## src/rtl/rx_page_ctrl_pkg.sv

```systemverilog
// Shared constants for the RX page scheduler: default page flags, statistics
// counter width and the largest supported page index width.
package rx_page_ctrl_pkg;
  localparam logic [7:0] FLAG_OK    = 8'h00;
  localparam int         STAT_W     = 8;
  localparam int         PAGE_W_MAX = 4;
endpackage

```

## src/rtl/rx_page_ctrl_sat_cnt.sv

```systemverilog
// Saturating event counter for statistics: increments on inc, sticks at all-ones,
// and clr forces zero even when it coincides with an increment.
module sat_cnt
  import rx_page_ctrl_pkg::*;
#(
  parameter int W = STAT_W
) (
  input  logic         clk,
  input  logic         reset_n,
  input  logic         inc,
  input  logic         clr,
  output logic [W-1:0] cnt
);
  logic [W-1:0] cnt_q;
  logic [W-1:0] cnt_d;

  always_comb begin
    cnt_d = cnt_q;
    if (clr)
      cnt_d = '0;
    else if (inc && (cnt_q != {W{1'b1}}))
      cnt_d = cnt_q + W'(1);
  end

  always_ff @(posedge clk or negedge reset_n) begin
    if (!reset_n) cnt_q <= '0;
    else          cnt_q <= cnt_d;
  end

  assign cnt = cnt_q;
endmodule

```

## src/rtl/rx_page_ctrl.sv

```systemverilog
// Receive page scheduler: hands the byte receiver a write page, queues filled pages
// for the CPU in FIFO order; new wr_page visible one cycle after rx_switch.
module rx_page_ctrl
  import rx_page_ctrl_pkg::*;
#(
  parameter int PAGE_W = 1
) (
  input  logic              clk,
  input  logic              reset_n,
  input  logic              rx_switch,
  input  logic [7:0]        rx_flags,
  input  logic              rx_error,
  output logic [PAGE_W-1:0] wr_page,
  output logic [PAGE_W-1:0] rd_page,
  output logic [7:0]        rd_flags,
  input  logic              rd_done,
  input  logic              rx_clear,
  output logic [PAGE_W-1:0] rx_pending,
  output logic              irq_rx,
  output logic              lost_flag,
  output logic [STAT_W-1:0] lost_cnt,
  output logic [STAT_W-1:0] err_cnt,
  input  logic              stat_clr
);
  localparam int PAGES = 1 << PAGE_W;
  localparam logic [PAGE_W:0] CNT_LIMIT = (PAGE_W+1)'(PAGES - 1);

  logic [PAGE_W-1:0] wr_ptr_q, wr_ptr_d;
  logic [PAGE_W-1:0] rd_ptr_q, rd_ptr_d;
  logic [PAGE_W-1:0] cnt_q, cnt_d;
  logic              lost_flag_q, lost_flag_d;
  logic [7:0]        flags_q [PAGES];

  logic            free;
  logic            room;
  logic            accept;
  logic            drop;
  logic [PAGE_W:0] cnt_after_free;

  // A release in the same cycle frees its slot before the new frame is judged.
  assign free           = !rx_clear && rd_done && (cnt_q != '0);
  assign cnt_after_free = {1'b0, cnt_q} - (PAGE_W+1)'(free);
  assign room           = cnt_after_free < CNT_LIMIT;
  assign accept         = !rx_clear && rx_switch && room;
  assign drop           = !rx_clear && rx_switch && !room;

  always_comb begin
    wr_ptr_d    = wr_ptr_q;
    rd_ptr_d    = rd_ptr_q;
    cnt_d       = cnt_q;
    lost_flag_d = lost_flag_q;
    if (rx_clear) begin
      rd_ptr_d = wr_ptr_q;
      cnt_d    = '0;
    end else begin
      if (accept) wr_ptr_d = wr_ptr_q + PAGE_W'(1);
      if (free)   rd_ptr_d = rd_ptr_q + PAGE_W'(1);
      cnt_d = cnt_q + PAGE_W'(accept) - PAGE_W'(free);
    end
    if (stat_clr)  lost_flag_d = 1'b0;
    else if (drop) lost_flag_d = 1'b1;
  end

  always_ff @(posedge clk or negedge reset_n) begin
    if (!reset_n) begin
      wr_ptr_q    <= '0;
      rd_ptr_q    <= '0;
      cnt_q       <= '0;
      lost_flag_q <= 1'b0;
      for (int i = 0; i < PAGES; i++) flags_q[i] <= FLAG_OK;
    end else begin
      wr_ptr_q    <= wr_ptr_d;
      rd_ptr_q    <= rd_ptr_d;
      cnt_q       <= cnt_d;
      lost_flag_q <= lost_flag_d;
      if (accept) flags_q[wr_ptr_q] <= rx_flags;
    end
  end

  sat_cnt #(.W(STAT_W)) u_lost_cnt (
    .clk     (clk),
    .reset_n (reset_n),
    .inc     (drop),
    .clr     (stat_clr),
    .cnt     (lost_cnt)
  );

  sat_cnt #(.W(STAT_W)) u_err_cnt (
    .clk     (clk),
    .reset_n (reset_n),
    .inc     (rx_error),
    .clr     (stat_clr),
    .cnt     (err_cnt)
  );

  assign wr_page    = wr_ptr_q;
  assign rd_page    = rd_ptr_q;
  assign rd_flags   = flags_q[rd_ptr_q];
  assign rx_pending = cnt_q;
  assign irq_rx     = (cnt_q != '0);
  assign lost_flag  = lost_flag_q;
endmodule

```

## config.mk

```make
export PLATFORM = sky130hd
export DESIGN_NAME = rx_page_ctrl
export DESIGN_NICKNAME = d
export VERILOG_FILES = /design/src/rtl/rx_page_ctrl_pkg.sv /design/src/rtl/rx_page_ctrl_sat_cnt.sv /design/src/rtl/rx_page_ctrl.sv
export SDC_FILE = /design/constraint.sdc
export NUM_CORES = 1
export LEC_CHECK = 0
export CORE_MARGIN = 8
export CORE_UTILIZATION = 44
export DETAILED_ROUTE_END_ITERATION = 8
export PLACE_DENSITY = 0.77
export SYNTH_ARGS = -nofsm -noshare
export SYNTH_HDL_FRONTEND = slang
export SYNTH_SLANG_ARGS = --single-unit
```

## constraint.sdc

```tcl
create_clock -name clk -period 1.7 [get_ports clk]
set_clock_uncertainty 0.05 [all_clocks]
set_input_delay 0.17 -clock clk [delete_from_list [all_inputs] [get_ports clk]]
set_output_delay 0.17 -clock clk [all_outputs]
set_load 0.01 [all_outputs]
```

Yosys cells after proc, flatten, opt, wreduce, memory -nomap -nowiden:

Cells that the tools add are included.

* flip-flop bits (word level): 36
* latch bits: 0
* memory bits (writable): 0
* ROM bits: 0
* output and inout bits: 29
* word-level logic and storage cells: 54
* memories: 0

* $add $sub $neg: 7
* $mul: 0
* div/mod/pow operators: 0
* order comparisons: 4
* equality and inequality tests: 2
* shift operators: 0
* mux-type cells: 15
* bitwise operators: 3
* reduce and logical (&&, ||, !) cells: 15

Operators by type and width (count)
* $mux W8: 8
* $add A8 B1 Y8 const B: 2
* $bwmux W16: 1
* $ne A8 B8 Y1 const B: 2
* $demux W8 S1: 1
* $logic_and A1 B1 Y1: 8
* $reduce_bool A2 Y1: 4
* $mux W1: 5
* $ge A2 B2 Y1 const B: 2
* $lt A2 B1 Y1 const B: 2
* $not A1 Y2: 2
* $add A1 B1 Y1 const B: 2
* $logic_not A1 Y1: 2
* $reduce_and A2 Y1: 1
* $sub A1 B1 Y2: 1
* $add A1 B1 Y1: 1
* $not A1 Y1: 1
* $sub A1 B1 Y1: 1

Depth between registers and ports, before layout:

Gate-level depths: netlist of run 1.

* word-level depth: 10
* gate-level depth with buffers: 5
* depth with buffers taken out: 5

Hierarchy:

A second synthesis of run 1 with hierarchy kept.

* cell total of the unflattened synthesis: 160
* area total of the unflattened synthesis: 1818.0 um2

Modules (own cells, without submodules)
* sat_cnt: times used 2, cells each 49, area an instance 464.2 um2, seq. area each 200.2 um2
* rx_page_ctrl: times used 1, cells each 62, area an instance 889.6 um2, seq. area each 500.5 um2

Worst setup path after synthesis of run 1:

Ideal clock, no wire load.

* path kind: reg2reg
* start point: register cnt_q, in the netlist irq_rx
* end point: register flags_q[0] (netlist name)
* arrival: 1615 ps
* required time: 1525 ps
* slack: -90 ps
* cell stages (with the launch flop): 6
* path buffers: 1
* period minus slack after synthesis: 1790 ps
* cells stage by stage: dfrtp_1 nor2b_1 or3b_4 or2_1 buf_6 mux2_4

* longest elaborated chain between the ends: 4

Ends and longest elaborated chain
* start: declaration: RTL line rx_page_ctrl.sv:30 `logic [PAGE_W-1:0] cnt_q, cnt_d;`
* start signal: assignment: RTL line rx_page_ctrl.sv:74 `cnt_q <= cnt_d;`
* $logic_and A1 B1 Y1: RTL line rx_page_ctrl.sv:41 `assign free = !rx_clear && rd_done && (cnt_q != '0);`
* $sub A1 B1 Y2 *: RTL line rx_page_ctrl.sv:42 `assign cnt_after_free = {1'b0, cnt_q} - (PAGE_W+1)'(free);`
* $lt A2 B1 Y1 *: RTL line rx_page_ctrl.sv:43 `assign room = cnt_after_free < CNT_LIMIT;`
* $logic_and A1 B1 Y1 *: RTL line rx_page_ctrl.sv:44 `assign accept = !rx_clear && rx_switch && room;`
* end signal: indexed assignment: RTL line rx_page_ctrl.sv:76 `if (accept) flags_q[wr_ptr_q] <= rx_flags;`
* end: declaration: RTL line rx_page_ctrl.sv:32 `logic [7:0] flags_q [PAGES];`

Every way passes the cells marked *; elsewhere a longest branch is shown, timed or not.
A chain may end at the register's enable or synchronous reset.

Worst setup path after layout of run 1:

* start point: register cnt_q, in the netlist irq_rx
* end point: register flags_q[1] (netlist name)

The elaborated chain is that of the path after synthesis.

==> out/summary.txt, run 1 <==
maximum number of pins on one net before global-route repair: 37
post-layout total power: 0.00305 W
Cell Chain, Critical Path: nor2b_4 -> or3b_4 -> or2_4 -> mux2_4
share of post-route cells with drive strength above 1: 0.289
antenna violations before repair: 0
maximum root-to-sink buffer count: 2
number of remaining DRC errors: 0
Hold WC Path Type: in2async
count of H-tree levels built during CTS: 2
number of distinct library cell variants in the gate-level netlist after synthesis: 35
cell at the root of the clock tree: clkbuf_8
Post-Place Worst Slack: -0.423 ns
clock insertion delay at the later pin of the skew report: 0.29 ns
Hold Buf Count CTS: 0
Final Cycle Share: 1.01
crit-path max FO: 8
floorplan die height: 79.1 µm
first-pass GRT wire length: 7240 µm
total nets after synthesis: 165
static leakage power: 1.10 nW
total clock buffers created by CTS: 5
time the final worst path needs with I/O delays and setup: 1.71 ns
number of pins exceeding their max-slew limit in the final report: 0
unrepaired setup endpoints after global routing: true
count of buffering cells on the critical path with inverters included: 0
placer congestion estimate: 0.827
Antenna Violating Nets Remaining: 0
number of warnings printed during yosys synthesis: 0
number of sinks handled by clock tree synthesis: 36
Max stage delay on crit path: 0.40 ns
count of fill cells added during filler insertion: 311
number of maximum-capacitance violations: 0
crit path capture type: flop
Critical Path End: flags_q[1]
startpoint class of the critical path: flop
clk slew on worst S/H paths: 0.08 ns
utilization after layout: 0.648
number of cells on the worst reg-to-reg path: 4
Die Area: 6250 µm²
Required @ worst endpoint: 1.83 ns
Critical Path Start: irq_rx
mean instance size in the synthesized netlist: 11.8 µm²
net count of the finished layout: 227
number of storage elements in the synthesis netlist: 36
via/cell ratio: 5.36
cell with the largest stage delay on the worst path: or3b_4
overflow left after global routing: 0
Core Area: 3910 µm²
worst setup path class: reg2reg
power per cell area: 1200 nW/µm²
area taken by multi-input logic gates: 885 µm²
global router's overall resource usage: 0.146
number of diodes added for antenna fixing: 0
FF+latch area: 902 µm²
half-perimeter wire length after placement: 3130 µm
transition time at the pin with the least slew margin: 0.453 ns
source of the worst register-to-register timing path: irq_rx
R2R setup slack: -0.01 ns
run status: finished with violations
via count of the first global-routing pass: 1,503
mapped cell area: 1750 µm²
Setup Total Neg Slack: -0.0303 ns
family of cells with the greatest summed delay on the critical path: simple AND/OR/NAND/NOR gates
least setup slack across all paths after layout: -0.0126 ns
Detailed Route WL: 4650 µm
CTS tree: yes
headroom to the max-slew limit: 0.698
share of the yosys chip area belonging to registers: 0.515
effective utilization at floorplan: 0.447
setup violators final: 7
cell depth of the worst setup path: 4
Synth Instances: 148
final routed wire length divided by cell count: 17.8 µm
most used cells in the layout excluding fill and tap cells: dfrtp_1, clkdlybuf4s50_1, nor2_1
violations in the final reports: setup timing
Max IR drop VDD: 706 µV
data arrival time at the worst-slack endpoint: 1.84 ns
buffers added on ports: 43
area growth from synthesis to layout: 45.0%
highest clock rate: 584 MHz
First DRT Iteration DRCs: 69
via count: 1,398
site row count: 23
Critical R2R Capture: flags_q[1]
dpl cells: 247
Die Span X: 79.1 µm
iteration count of the initial detailed-routing pass: 4
number of top-level pins: 44
Final Non-Filler Cells: 261
endpoints failing hold: 0
## per-layer routing
metal / share of wire / wire length (µm) / up-vias / GRT usage
met2: 0.56 / 2600 / 37 / 0.263
met1: 0.38 / 1790 / 700 / 0.154
met3: 0.041 / 189 / 10 / 0.0485
met5: 0 / 0 / - / 0
li1: - / - / 651 / -
met4: 0.015 / 68 / 0 / 0.0500
## state kept, by name (all words and copies together) (netlist names)
signal / flops
rd_page: 1
lost_flag: 1
flags_q: 16
u_err_cnt.cnt: 8
irq_rx: 1
wr_page: 1
u_lost_cnt.cnt: 8
## how the worst min path moves through the flow
stage	depth (start not counted)	endpoint	start	slack, ns
3_3_place_gp	1	flags_q[14]	flags_q[14]	0.44
6_report	2	u_lost_cnt.cnt[0]	reset_n	0.24
2_1_floorplan	0	flags_q[0]	reset_n	-0.18
3_5_place_dp	1	flags_q[2]	flags_q[2]	0.44
4_1_cts	2	lost_flag	reset_n	0.25
5_1_grt	2	u_err_cnt.cnt[1]	reset_n	0.29
## kinds of logic (layout without fill, tap and decap cells)
group,Yosys count,after routing,synth area share
buf+inv,8,71,0.0236
simple gates,50,50,0.147
mux,28,28,0.195
fa+ha+maj,2,2,0.0143
compound gates,13,13,0.0507
xor+xnor,11,11,0.0550
flops,36,36,0.515
## cell usage after synthesis (all sizes together)
cell,number,area (µm²)
o2111ai,1,8.76
nor3,3,15.0
o211ai,2,15.0
a21oi,2,10.0
and3,3,18.8
mux2i,3,30.0
buf,3,22.5
or2,1,6.26
o31ai,1,7.51
o21ai,3,15.0
nor2,21,81.3
and2,1,6.26
nand2,6,22.5
or3,1,6.26
and4,2,17.5
inv,3,11.3
ha,2,25.0
mux2,25,312
a2111oi,2,17.5
xor2,8,70.1
nand3,5,25.0
or3b,1,11.3
clkbuf,2,7.51
xnor2,3,26.3
nand4,2,12.5
dfrtp,36,901
nor2b,1,6.26
nor4bb,1,10.0
a211oi,2,15.0
nand4bb,1,11.3
nor4,1,6.26
## final cells by class
type / count / share of cell area
inverters: 3 / 0.00444
clock buffers: 5 / 0.0271
well taps: 50 / 0.0247
flip-flops and latches: 36 / 0.356
clock inverters: 3 / 0.0168
multi-input cells: 104 / 0.349
repair buffers: 60 / 0.223
## what timing repair did
action | in CTS | in global routing
buffers inserted | 5 | 1
pin swaps | 0 | 1
resized for setup | 20 | 6
endpoints found under the setup margin | 28 | 18
## metrics by stage
stage	area (µm²)	hold slack (ns)
6_report	2540	0.241
5_1_grt	2540	0.290
4_1_cts	2490	0.248
3_5_place_dp	2320	0.441
3_3_place_gp	2320	0.435
2_1_floorplan	1760	-0.176
## power breakdown
group	internal (W)	switching [W]	total [W]
clock network	0.000434	0.000327	0.000761
logic	0.000662	0.000391	0.00105
registers	0.00108	0.000156	0.00124
Note: power is estimated with default switching activity, not from simulation.
==> run 2, diff against run 1 <==
MAX_ROUTING_LAYER = met4   (was unset)
REMOVE_ABC_BUFFERS = 1   (was unset)
==> out/summary.txt, run 2 (synthesized netlist as in run 1, its figures left out) <==
global router's overall resource usage: 0.156 (+0.0105)
maximum root-to-sink buffer count: 2 (unchanged)
dpl cells: 247 (unchanged)
floorplan die height: 79.1 µm (unchanged)
clock insertion delay at the later pin of the skew report: 0.29 ns (about the same)
utilization after layout: 0.647 (-0.000959)
count of H-tree levels built during CTS: 2 (unchanged)
antenna violations before repair: 0 (unchanged)
total clock buffers created by CTS: 5 (unchanged)
worst setup path class: reg2reg
placed cell area: 2310 µm² (-0.32%)
run status: finished with violations
Die Span X: 79.1 µm (unchanged)
net count of the finished layout: 228 (+0.44%)
family of cells with the greatest summed delay on the critical path: simple AND/OR/NAND/NOR gates
number of diodes added for antenna fixing: 0 (unchanged)
Die Area: 6250 µm² (unchanged)
count of fill cells added during filler insertion: 301 (-3.2%)
via count: 1,391 (-0.50%)
least setup slack across all paths after layout: -0.0334 ns (-0.0207 ns)
crit-path max FO: 8 (unchanged)
via count of the first global-routing pass: 1,473 (-2.0%)
setup violators final: 8 (+1)
power per cell area: 1180 nW/µm² (-1.7%)
headroom to the max-slew limit: 0.695 (-0.00271)
Required @ worst endpoint: 1.83 ns (about the same)
maximum number of pins on one net before global-route repair: 37 (unchanged)
area growth from synthesis to layout: 44.7%
Final Cycle Share: 1.02 (+0.0122)
crit path capture type: flop
unrepaired setup endpoints after global routing: true
final routed wire length divided by cell count: 18.5 µm (+3.9%)
startpoint class of the critical path: flop
Max IR drop VDD: 527 µV (-25%)
effective utilization at floorplan: 0.447 (unchanged)
half-perimeter wire length after placement: 3190 µm (+1.8%)
via/cell ratio: 5.31 (-0.88%)
area taken by multi-input logic gates: 886 µm² (+0.14%)
overflow left after global routing: 0 (unchanged)
data arrival time at the worst-slack endpoint: 1.86 ns (+0.02 ns)
count of buffering cells on the critical path with inverters included: 0 (unchanged)
clk slew on worst S/H paths: 0.07 ns (about the same)
cell depth of the worst setup path: 4 (unchanged)
CTS tree: yes
placer congestion estimate: 0.883 (+6.8%)
flip-flop count of the largest register after layout: 16 (unchanged)
Final Non-Filler Cells: 262 (+0.38%)
highest clock rate: 577 MHz (-1.2%)
cell with the largest stage delay on the worst path: or3b_4
Max stage delay on crit path: 0.41 ns (about the same)
First DRT Iteration DRCs: 114 (+65%)
Antenna Violating Nets Remaining: 0 (unchanged)
post-route cell area: 2530 µm² (-0.15%)
register with the highest flop count: flags_q
Hold WC Path Type: in2async
Core Area: 3910 µm² (unchanged)
FF+latch area: 903 µm² (+0.14%)
Cell Chain, Critical Path: nor2b_4 -> or3b_4 -> or2_4 -> mux2_4
violations in the final reports: setup timing
buffers added on ports: 43 (unchanged)
Hold Buf Count CTS: 0 (unchanged)
Detailed Route WL: 4840 µm (+4.3%)
time the final worst path needs with I/O delays and setup: 1.73 ns (+0.0207 ns)
number of remaining DRC errors: 0 (unchanged)
endpoints failing hold: 0 (unchanged)
commonest non-fill, non-tap cell in the layout: clkdlybuf4s50_1
most used cells in the layout excluding fill and tap cells: clkdlybuf4s50_1, dfrtp_1, nor2_1
number of cells on the worst reg-to-reg path: 4 (unchanged)
number of sinks handled by clock tree synthesis: 36 (unchanged)
static leakage power: 1.09 nW (-0.60%)
number of pins exceeding their max-slew limit in the final report: 0 (unchanged)
transition time at the pin with the least slew margin: 0.457 ns (+0.00406 ns)
iteration count of the initial detailed-routing pass: 4 (unchanged)
post-layout total power: 0.00299 W (-1.9%)
site row count: 23 (unchanged)
first-pass GRT wire length: 7340 µm (+1.4%)
number of top-level pins: 44 (unchanged)
number of maximum-capacitance violations: 0 (unchanged)
share of post-route cells with drive strength above 1: 0.302 (+0.0128)
cell at the root of the clock tree: clkbuf_8
run 2: final timing paths:
kind,slack [ns],startpoint,end
min in group clk,0.46,flags_q[9],flags_q[9]
hold / removal,0.24,reset_n,u_lost_cnt.cnt[3]
hold reg to reg,0.46,flags_q[9],flags_q[9]
setup reg to reg,-0.03,irq_rx,flags_q[3]
setup / recovery,-0.03,irq_rx,flags_q[3]
max in group asynchronous,1.02,reset_n,u_lost_cnt.cnt[7]
run 2: cell type report:
type / count / share of cell area
flip-flops and latches: 36 / 0.357
well taps: 50 / 0.0247
clock inverters: 2 / 0.00395
clock buffers: 6 / 0.0326
repair buffers: 61 / 0.228
inverters: 3 / 0.00444
multi-input cells: 104 / 0.350
run 2: per-stage QoR:
stage          hold slack [ns]  worst slack, ns  TNS (ns)
2_1_floorplan           -0.176           -0.190     -2.38
3_3_place_gp             0.435           -0.314     -4.90
3_5_place_dp             0.446           -0.377     -6.02
4_1_cts                  0.252          -0.0142   -0.0142
5_1_grt                  0.282          -0.0645    -0.608
6_report                 0.236          -0.0334    -0.232
run 2: power breakdown:
| group | internal, W | switching (W) | leakage (nW) |
|---|---|---|---|
| Sequential | 0.00108 | 0.000168 | 0.459 |
| Combinational | 0.000687 | 0.000412 | 0.581 |
| Clock | 0.000324 | 0.000322 | 0.0510 |
| Total | 0.00209 | 0.000902 | 1.09 |
run 2: worst register-to-register path, stage by stage (launching register included):
cell	delay, ns
dfrtp_1	0.39
nor2b_4	0.13
or3b_4	0.41
or2_4	0.32
mux2_4	0.32
run 2: repair_timing:
| action | in CTS | in global routing |
|---|---|---|
| setup endpoints to repair | 21 | 29 |
| endpoints found under the hold margin | 0 | 0 |
| buffers inserted | 6 | 1 |
| gates resized for setup | 20 | 12 |
run 2: routing by layer:
| layer | track usage | up-vias | share of wire |
|---|---|---|---|
| met3 | 0.0361 | 8 | 0.033 |
| met1 | 0.172 | 699 | 0.40 |
| met2 | 0.265 | 33 | 0.55 |
| li1 | - | 651 | - |
| met4 | 0.0630 | 0 | 0.015 |
| met5 | - | - | 0 |
==> run 3, diff against run 2 <==
PLACE_DENSITY = 0.76   (was 0.77)
==> out/summary.txt, run 3 (synthesized netlist as in run 1, its figures left out) <==
Die Area: 6250 µm² (unchanged)
CTS tree: yes
unrepaired setup endpoints after global routing: true
iteration count of the initial detailed-routing pass: 4 (unchanged)
Final Cycle Share: 0.997 (-0.0222)
register with the highest flop count: flags_q
Detailed Route WL: 4730 µm (-2.3%)
via count: 1,407 (+1.2%)
final routed wire length divided by cell count: 18.3 µm (-1.2%)
floorplan die height: 79.1 µm (unchanged)
count of fill cells added during filler insertion: 318 (+5.6%)
global router's overall resource usage: 0.159 (+0.00256)
transition time at the pin with the least slew margin: 0.545 ns (+0.0874 ns)
post-route cell area: 2500 µm² (-1.1%)
Setup Total Neg Slack: 0 ns (+0.232 ns)
placed cell area: 2320 µm² (+0.33%)
maximum root-to-sink buffer count: 2 (unchanged)
least setup slack across all paths after layout: 0.00442 ns (+0.0378 ns)
number of pins exceeding their max-slew limit in the final report: 0 (unchanged)
Max IR drop VDD: 661 µV (+25%)
endpoints failing hold: 0 (unchanged)
post-layout total power: 0.00302 W (+0.84%)
flip-flop count of the largest register after layout: 16 (unchanged)
Antenna Violating Nets Remaining: 0 (unchanged)
site row count: 23 (unchanged)
share of post-route cells with drive strength above 1: 0.297 (-0.00524)
crit path capture type: flop
highest clock rate: 590 MHz (+2.2%)
Hold WS: 0.243 ns (+0.00703 ns)
most used cells in the layout excluding fill and tap cells: dfrtp_1, clkdlybuf4s50_1, nor2_1
crit-path max FO: 8 (unchanged)
clock insertion delay at the later pin of the skew report: 0.29 ns (about the same)
number of sinks handled by clock tree synthesis: 36 (unchanged)
headroom to the max-slew limit: 0.632 (-0.0635)
Hold WC Path Type: in2async
Required @ worst endpoint: 1.82 ns (about the same)
number of diodes added for antenna fixing: 0 (unchanged)
power per cell area: 1210 nW/µm² (+2.0%)
effective utilization at floorplan: 0.447 (unchanged)
placer congestion estimate: 0.890 (+0.80%)
clk slew on worst S/H paths: 0.07 ns (about the same)
number of remaining DRC errors: 0 (unchanged)
total clock buffers created by CTS: 5 (unchanged)
number of cells on the worst reg-to-reg path: 4 (unchanged)
Hold Buf Count CTS: 0 (unchanged)
area growth from synthesis to layout: 43.1%
count of H-tree levels built during CTS: 2 (unchanged)
via/cell ratio: 5.43 (+2.3%)
first-pass GRT wire length: 7620 µm (+3.8%)
overflow left after global routing: 0 (unchanged)
startpoint class of the critical path: flop
time the final worst path needs with I/O delays and setup: 1.70 ns (-0.0378 ns)
net count of the finished layout: 225 (-1.3%)
data arrival time at the worst-slack endpoint: 1.81 ns (-0.05 ns)
via count of the first global-routing pass: 1,547 (+5.0%)
Post-Place Worst Slack: -0.408 ns (-0.0311 ns)
cell at the root of the clock tree: clkbuf_8
number of maximum-capacitance violations: 0 (unchanged)
setup violators final: 0 (-8)
antenna violations before repair: 0 (unchanged)
run status: completed
half-perimeter wire length after placement: 3210 µm (+0.92%)
Die Span X: 79.1 µm (unchanged)
maximum number of pins on one net before global-route repair: 37 (unchanged)
R2R setup slack: 0.004 ns (+0.04 ns)
worst setup path class: reg2reg
Core Area: 3910 µm² (unchanged)
buffers added on ports: 43 (unchanged)
number of top-level pins: 44 (unchanged)
static leakage power: 1.08 nW (-0.96%)
First DRT Iteration DRCs: 112 (-1.8%)
[run 3: changes by cell type in the layout (fill, tap and decap cells not counted), sizes merged]
cell and delta:
clkinv -1, clkinvlp +1, clkbuf -1, bufinv +1, dlygate4sd2 +5, clkdlybuf4s15 -5, buf -3
[run 3: area by class of cell]
class / count / area, µm² / area share
Inverter: 3 / 11.3 / 0.00450
Multi-Input combinational cell: 104 / 872 / 0.348
Sequential cell: 36 / 902 / 0.360
Clock inverter: 3 / 42.5 / 0.0170
Clock buffer: 5 / 68.8 / 0.0275
Timing Repair Buffer: 58 / 546 / 0.218
Tap cell: 50 / 62.6 / 0.0250
[run 3: where the power goes]
part / internal [W] / switching [W]
logic: 0.000636 / 0.000399
clock network: 0.000434 / 0.000318
registers: 0.00108 / 0.000151
[run 3: path summary, 6_finish.rpt]
kind	from	endpoint
worst max register to register	irq_rx	flags_q[6]
max in group asynchronous	reset_n	rd_page
worst max-delay path	irq_rx	flags_q[6]
worst min-delay path	reset_n	u_lost_cnt.cnt[3]
worst min register to register	lost_flag	lost_flag
min in group clk	lost_flag	lost_flag
[run 3: timing repair]
| action | in CTS | in global routing |
|---|---|---|
| setup endpoints to repair | 20 | 23 |
| gates resized for setup | 13 | 14 |
| buffers inserted | 3 | 0 |
[run 3: worst max-delay path, cell delays in order, from the launching register on]
cell and delay [ns]:
dfrtp_1 0.38, nor2b_4 0.13, or3b_4 0.38, or2_4 0.32
mux2_4 0.31
[run 3: layer usage]
layer | track usage | vias to the layer above | share of wire
li1 | - | 644 | -
met1 | 0.173 | 708 | 0.40
met2 | 0.264 | 40 | 0.53
met3 | 0.0406 | 15 | 0.039
met4 | 0.0778 | 0 | 0.030
met5 | - | - | 0
[run 3: through the flow]
stage | instances | util
floorplan | 143 | -
global placement | 248 | 0.592
detailed placement | 248 | 0.592
CTS | 259 | 0.625
global route | 259 | 0.640
finish | 259 | 0.640
==> RTL edit, RTL diff (settings of run 2) <==
Put a register stage on the outputs `rd_flags` and `irq_rx`, cleared by the reset. The values now appear one clock later. The other outputs are not delayed to match.
--- a/src/rtl/rx_page_ctrl.sv
+++ b/src/rtl/rx_page_ctrl.sv
@@ -95,9 +95,16 @@
 
   assign wr_page    = wr_ptr_q;
   assign rd_page    = rd_ptr_q;
-  assign rd_flags   = flags_q[rd_ptr_q];
   assign rx_pending = cnt_q;
-  assign irq_rx     = (cnt_q != '0);
+  always_ff @(posedge clk or negedge reset_n) begin
+    if (!reset_n) begin
+      rd_flags <= '0;
+      irq_rx   <= '0;
+    end else begin
+      rd_flags <= flags_q[rd_ptr_q];
+      irq_rx   <= (cnt_q != '0);
+    end
+  end
   assign lost_flag  = lost_flag_q;
 endmodule
 
Check against the original RTL: not equivalent (a bounded check fails within 4 cycles, from zero or initial values and one cycle with reset_n low).
==> RTL edit against run 2 <==
- sequential cell count grew 9
- design area up 13%
- sequential share of layout area up 3.9 points
- area after synthesis up 20%
- total power up 4.9%
- via count increased by 12%
- global-route usage decreased by 2.0 points
- routed wire length shrank 6.8%
- worst setup slack improved by 0.13 ns
- critical path depth is the same
- cell count increased by 9.9%
==> RTL edit: results <==
export IMPL_outcome="finished clean"
export IMPL_critPathArrivalTime_ns=1.73
export IMPL_setup_ws_ns=0.101
export IMPL_drive_gt1_share_pct=28.2
export IMPL_crit_start="u_err_cnt.cnt[0]"
export IMPL_fin_nets=251
export IMPL_synth_area_leaders="dfrtp_1 53%, mux2_2 15%, nor2b_1 2.7%"
export IMPL_grtUsageMet3_pct=3.86
export IMPL_dpl_worst_slack_ns=-0.0932
export IMPL_slowest_delay_ns=0.39
export IMPL_grt_pass1_vias=1580
export IMPL_r2r_slack_ns=0.10
export IMPL_synth_seq_area_share_pct=53.4
export IMPL_synth_mux_area_share_pct=17.0
export IMPL_dr_wl_met3_um=222
export IMPL_dp_cells=280
export IMPL_instances_no_fill=288
export IMPL_use_met2_pct=22.4
export IMPL_grt_max_degree=26
export IMPL_finalWeightedCongestion=0.800
export IMPL_crit_fanout=3
export IMPL_synth_xor_area_share_pct=0.831
export IMPL_drt_iter0_drc=88
export IMPL_relSlewSlack_pct=67.0
export IMPL_nFillCells=378
export IMPL_wl_per_cell_um=15.7
export IMPL_viasPerCell=5.43
RTL edit: cell count changes after synthesis, sizes merged, moves of 5 or more:
| cell | before | now |
|---|---|---|
| nor2 | 21 | 11 |
| dfrtp | 36 | 45 |
| nor2b | 1 | 9 |
| xor2 | 8 | 1 |
| nand2b | 0 | 6 |
| mux2 | 25 | 30 |
RTL edit: area by class of cell:
type / instances / area [um2] / share of cell area [%]
flip-flops and latches: 45 / 1130 / 39.5
multi-input cells: 116 / 952 / 33.3
repair buffers: 64 / 611 / 21.4
clock buffers: 6 / 82.6 / 2.89
well taps: 54 / 67.6 / 2.37
clock inverters: 1 / 7.51 / 0.263
inverters: 2 / 7.51 / 0.263
RTL edit: what timing repair did:
item                       in CTS  in global routing
gates resized for setup         0                  3
hold endpoints to repair       20                  0
hold buffers                    1                  0
setup endpoints to repair       0                  3
RTL edit: power by group:
part | switching [mW] | internal, mW
Sequential | 0.153 | 1.39
Clock | 0.342 | 0.321
Combinational | 0.332 | 0.601
